==> config.mk <==
export PLATFORM = sky130hd
export DESIGN_NAME = cr_ahb2apb_bridge
export DESIGN_NICKNAME = d
export VERILOG_FILES = /design/src/rtl/cr_ahb2apb_pkg.sv /design/src/rtl/cr_ahb2apb_strb_gen.sv /design/src/rtl/cr_ahb2apb_bridge.sv
export SDC_FILE = /design/constraint.sdc
export NUM_CORES = 1
export LEC_CHECK = 0
export BUFFER_PORTS_ARGS = -buffer_cell sky130_fd_sc_hd__buf_2
export CAP_MARGIN = 10
export CORE_AREA = 2 2 88 90
export CTS_CLUSTER_DIAMETER = 100
export DETAILED_ROUTE_END_ITERATION = 6
export DIE_AREA = 0 0 90 92
export PLACE_DENSITY = 0.84
export SYNTH_ARGS = -nofsm -noshare
export SYNTH_HDL_FRONTEND = slang
export SYNTH_SLANG_ARGS = --single-unit
==> constraint.sdc <==
create_clock -name clk -period 5.9 [get_ports clk]
set_input_delay 1.475 -clock clk [delete_from_list [all_inputs] [get_ports clk]]
set_output_delay 1.475 -clock clk [all_outputs]
set_load 0.02 [all_outputs]
==> src/rtl/cr_ahb2apb_pkg.sv <==
// Shared types and constants for the AHB-Lite to APB4 bridge.
// Optional APB error forwarding: CR_AHB2APB_PSLVERR_EN.
package cr_ahb2apb_pkg;

  localparam int DATA_W = 32;

  localparam logic [1:0] HTRANS_IDLE   = 2'b00;
  localparam logic [1:0] HTRANS_BUSY   = 2'b01;
  localparam logic [1:0] HTRANS_NONSEQ = 2'b10;
  localparam logic [1:0] HTRANS_SEQ    = 2'b11;

  localparam logic [2:0] HSIZE_BYTE = 3'd0;
  localparam logic [2:0] HSIZE_HALF = 3'd1;
  localparam logic [2:0] HSIZE_WORD = 3'd2;

  typedef enum logic [2:0] {
    IDLE,
    SETUP,
    ACCESS,
    ERR1,
    ERR2
  } state_t;

endpackage

==> src/rtl/cr_ahb2apb_strb_gen.sv <==
// Byte-strobe generator for the AHB2APB bridge.
// Pure combinational; reads always yield an all-zero strobe.
module cr_ahb2apb_strb_gen
  import cr_ahb2apb_pkg::*;
(
  input  logic [2:0] hsize,
  input  logic [1:0] addr_lo,
  input  logic       hwrite,
  output logic [3:0] pstrb
);

  always_comb begin
    pstrb = 4'b0000;
    if (hwrite) begin
      case (hsize)
        HSIZE_BYTE: pstrb = 4'b0001 << addr_lo;
        HSIZE_HALF: pstrb = 4'b0011 << {addr_lo[1], 1'b0};
        default:    pstrb = 4'b1111;
      endcase
    end
  end

endmodule

==> src/rtl/cr_ahb2apb_bridge.sv <==
// AHB-Lite responder to APB4 initiator bridge, one transfer in flight.
// Define CR_AHB2APB_PSLVERR_EN to forward pslverr as a 2-cycle AHB ERROR.
module cr_ahb2apb_bridge
  import cr_ahb2apb_pkg::*;
#(
  parameter int ADDR_W  = 32,
  parameter int NUM_SLV = 4,
  parameter int SEL_LSB = 12
) (
  input  logic                clk,
  input  logic                rst,
  input  logic                hsel,
  input  logic [ADDR_W-1:0]   haddr,
  input  logic [1:0]          htrans,
  input  logic                hwrite,
  input  logic [2:0]          hsize,
  input  logic [DATA_W-1:0]   hwdata,
  input  logic                hready_in,
  output logic                hreadyout,
  output logic                hresp,
  output logic [DATA_W-1:0]   hrdata,
  output logic [ADDR_W-1:0]   paddr,
  output logic [NUM_SLV-1:0]  psel,
  output logic                penable,
  output logic                pwrite,
  output logic [DATA_W-1:0]   pwdata,
  output logic [3:0]          pstrb,
  input  logic [DATA_W-1:0]   prdata,
  input  logic                pready,
  input  logic                pslverr
);

  localparam int IDX_W = $clog2(NUM_SLV);

  state_t             state;
  state_t             state_nxt;
  logic               start;
  logic               capture;
  logic [IDX_W-1:0]   idx_q;
  logic [2:0]         size_q;
  logic [NUM_SLV-1:0] sel_dec;
  logic               unused_in;

  assign unused_in = ^{pslverr, htrans[0]};
  assign start = hsel & htrans[1] & hready_in;

  always_ff @(posedge clk or posedge rst) begin
    if (rst) state <= IDLE;
    else     state <= state_nxt;
  end

  always_comb begin
    state_nxt = state;
    hreadyout = 1'b1;
    hresp     = 1'b0;
    capture   = 1'b0;
    case (state)
      IDLE: begin
        capture = start;
        if (start) state_nxt = SETUP;
      end
      SETUP: begin
        hreadyout = 1'b0;
        state_nxt = ACCESS;
      end
      ACCESS: begin
        hreadyout = pready;
`ifdef CR_AHB2APB_PSLVERR_EN
        if (pready && pslverr) begin
          hreadyout = 1'b0;
          state_nxt = ERR1;
        end else
`endif
        if (pready) begin
          capture   = start;
          state_nxt = start ? SETUP : IDLE;
        end
      end
`ifdef CR_AHB2APB_PSLVERR_EN
      ERR1: begin
        hreadyout = 1'b0;
        hresp     = 1'b1;
        state_nxt = ERR2;
      end
      ERR2: begin
        hresp     = 1'b1;
        capture   = start;
        state_nxt = start ? SETUP : IDLE;
      end
`endif
      default: state_nxt = IDLE;
    endcase
  end

  // Address-phase fields; held stable through SETUP/ACCESS
  always_ff @(posedge clk or posedge rst) begin
    if (rst) begin
      paddr  <= '0;
      pwrite <= 1'b0;
      size_q <= '0;
      idx_q  <= '0;
    end else if (capture) begin
      paddr  <= haddr;
      pwrite <= hwrite;
      size_q <= hsize;
      idx_q  <= haddr[SEL_LSB +: IDX_W];
    end
  end

  // hwdata is only valid in the AHB data phase, i.e. during SETUP
  always_ff @(posedge clk or posedge rst) begin
    if (rst)                 pwdata <= '0;
    else if (state == SETUP) pwdata <= hwdata;
  end

  cr_ahb2apb_strb_gen u_strb (
    .hsize   (size_q),
    .addr_lo (paddr[1:0]),
    .hwrite  (pwrite),
    .pstrb   (pstrb)
  );

  always_comb begin
    sel_dec        = '0;
    sel_dec[idx_q] = 1'b1;
  end

  assign psel    = (state == SETUP || state == ACCESS) ? sel_dec : '0;
  assign penable = (state == ACCESS);
  assign hrdata  = (state == ACCESS) ? prdata : '0;

endmodule

==> reports/qor.yml <==
outcome: "complete, no violations"
cap_violations: 0
drt_wl_total_um: 7400
grt_max_degree: 71
critPathMaxFanout: 38
leakagePower_nw: 2.42
worst_slew_pin_slew_ns: 0.960
rsz0062_at_grt: "no"
setup_violations: 0
cp_cell_sequence: "inv_1 -> ha_1 -> and2_2 -> buf_2"
ys_seq_elements: 70
cts.clk_slew.worst_paths_ns: 0.07
grt_util_all_layers: 0.179
dieArea_um2: 8280
wl_met1_um: 3260
clk_latency_ns: 0.32
wire_per_inst_um: 13.8
ir_worst_vdd_v: 0.000267
met2_length_um: 3640
grt_pass1_wl_um: 11800
top_layer_used: "met4"
sw_frac_of_total: 0.407
ioPinCount: 216
synth_area_um2: 3220
via_count: 2414
power_frac_seq: 0.343
clkPwrFrac: 0.149
core-area_um2: 7450
synth_cell_types: 29
dpl.cell_count: 522
netlist_instances: 218
cts.hold.buffers_added: 0
hp-class: "reg -> reg"
antennaDiodeCount: 0
initial_core_util: 0.432
viasPerCell: 4.49
crit-reg2reg-launch: "state[0]"
pre_cts_ws_ns: 2.42
place_congestion: 0.745
setup_tns_ns: 0
critPathKind: "reg -> out"
hold-path-endpoint: "pwdata[31]"
fillers: 601
pwr-share-comb: 0.509
drive_above_1_share: 0.702
end_kind: "primary output"
nNetsFinal: 544
relSlewSlack: 0.360
drtIter0Drc: 40
skew_ns: 0.0114
ys_warn_count: 0
layout_setup_ws_ns: 2.31
power_w: 0.00254
instances_no_fill: 538
hp-start: "pwdata[31]"
slew_violations: 0
cp_data_arrival_time_ns: 2.11
ff_latch_area_um2: 1750
hpwl_um: 5630
switchingPower_w: 0.00103
internal_power_w: 0.00151
wl_met3_um: 488
cts_buffers: 9
start_kind: "flop"
ff2ff_setup_slack_ns: 3.23
route.detailed.drc: 0
ant_nets: 0
grt-ovfl-total: 0
die_y_um: 92
antenna_found_initial: 0
ctsResizeCount: 0
clockBufferDepth: 2
cts_tree: "yes"
max_freq_ghz: 0.279
worstRegToRegCells: 5
die_w_um: 90
period_share: 0.608
cts_sinks: 70
finalHoldViolations: 0
hold_ws_ns: 0.502
multi_input_area_um2: 1340
post_cts_buffers: 0
rows: 32
period_needed_ns: 3.59
avgSynthCellArea_um2: 14.8
min_path_cells: 1
power_density_nw_per_um2: 563
cts-root-buf: "clkbuf_8"
critical_path.reg2reg.endpoint: "paddr[24]"
io_buffers: 212
yosysSeqAreaShare: 0.544
cp_slowest_cell: "ha_1"
syn-num-nets: 331
max_stage_delay_ns: 0.80
syn2layout_area_growth_pct: 40.1
crit_required_ns: 4.43
htree_num_levels: 3
grt_pass1_vias: 2377
dr.pass1.iters: 4
## metal layers
layer / global-route usage / vias up
li1: - / 1166
met1: 0.239 / 1148
met2: 0.293 / 98
met3: 0.0427 / 2
met4: 0.0513 / 0
met5: 0 / -
## state kept, by name, summed over array words and instances (netlist names)
name    cells
size_q      3
pwdata     32
state       2
pwrite      1
paddr      32
## worst max-delay path by stage
stage	start	end	slack, ns	cells after the start
2_1_floorplan	rst	paddr[0]	2.66	1
3_3_place_gp	pready	hreadyout	2.45	4
3_5_place_dp	pready	hreadyout	2.42	4
4_1_cts	state[0]	hrdata[1]	2.28	4
5_1_grt	state[0]	hrdata[0]	2.08	4
6_report	state[0]	hrdata[1]	2.31	4
## cells in the final DEF (no fill, tap or decap), types with 2 or more instances in the layout
cell,Yosys,final
a21boi_0,2,2
a21oi_1,2,2
and2_1,29,29
and2_2,4,4
buf_2,3,212
buf_4,1,2
clkbuf_8,0,9
clkinv_2,0,3
dfrtp_1,70,70
ha_1,5,5
inv_1,5,4
inv_6,0,2
mux2_2,38,38
mux2_4,30,30
nand2_1,2,2
nor2_1,3,3
o21ai_0,4,4
## final cells by class
cell class,instances,share of cell area
Clock inverter,7,0.0158
Timing Repair Buffer,214,0.239
Multi-Input combinational cell,131,0.297
Sequential cell,70,0.388
Tap cell,102,0.0283
Inverter,5,0.00416
Clock buffer,9,0.0275
## per-stage QoR
| step | utilization | cell area [um^2] |
|---|---|---|
| floorplan | - | 3220 |
| global placement | 0.579 | 4320 |
| detailed placement | 0.579 | 4320 |
| CTS | 0.606 | 4510 |
| global route | 0.606 | 4510 |
| finish | 0.606 | 4510 |
## power by group through the flow
stage / clock [W] / combinational, W / sequential, W
6_report: 0.000377 / 0.00129 / 0.000870
3_3_place_gp: 0 / 0.00128 / 0.000862
2_1_floorplan: 0 / 0.000618 / 0.00115
5_1_grt: 0.000412 / 0.00137 / 0.000911
4_1_cts: 0.000389 / 0.00131 / 0.000873
3_5_place_dp: 0 / 0.00131 / 0.000875
## worst max-delay path: cells and delay by family (launching register included)
family | cells | cell delay (ns)
buffers and inverters | 2 | 0.28
DFF | 1 | 0.42
and+or+nand+nor | 1 | 0.29
adders and majority gates | 1 | 0.80
## logic make-up (layout without fill, tap and decap cells)
logic type / Yosys count / count (layout) / synth area share
mux: 70 / 70 / 0.279
flops: 70 / 70 / 0.544
simple gates: 44 / 44 / 0.0921
buf+inv: 17 / 235 / 0.0396
compound gates: 11 / 11 / 0.0245
fa+ha+maj: 5 / 5 / 0.0194
other cells: 1 / 1 / 0.00116
## cell usage after synthesis, drive strengths merged
library cell | instances | share of area
nor2b | 1 | 0.0019
and2 | 33 | 0.066
and3b | 1 | 0.0027
ha | 5 | 0.019
o32ai | 1 | 0.0027
conb | 1 | 0.0012
nand2 | 2 | 0.0023
nor2 | 4 | 0.0097
mux2i | 1 | 0.0031
mux2 | 69 | 0.28
buf | 8 | 0.029
nor3b | 1 | 0.0023
clkbuf | 4 | 0.0047
o31a | 1 | 0.0027
and3 | 1 | 0.0019
o21ai | 4 | 0.0062
nand3 | 1 | 0.0054
inv | 5 | 0.0058
a21oi | 3 | 0.0082
dfrtp | 70 | 0.54
a21boi | 2 | 0.0047
(Power assumes the default switching activity.)
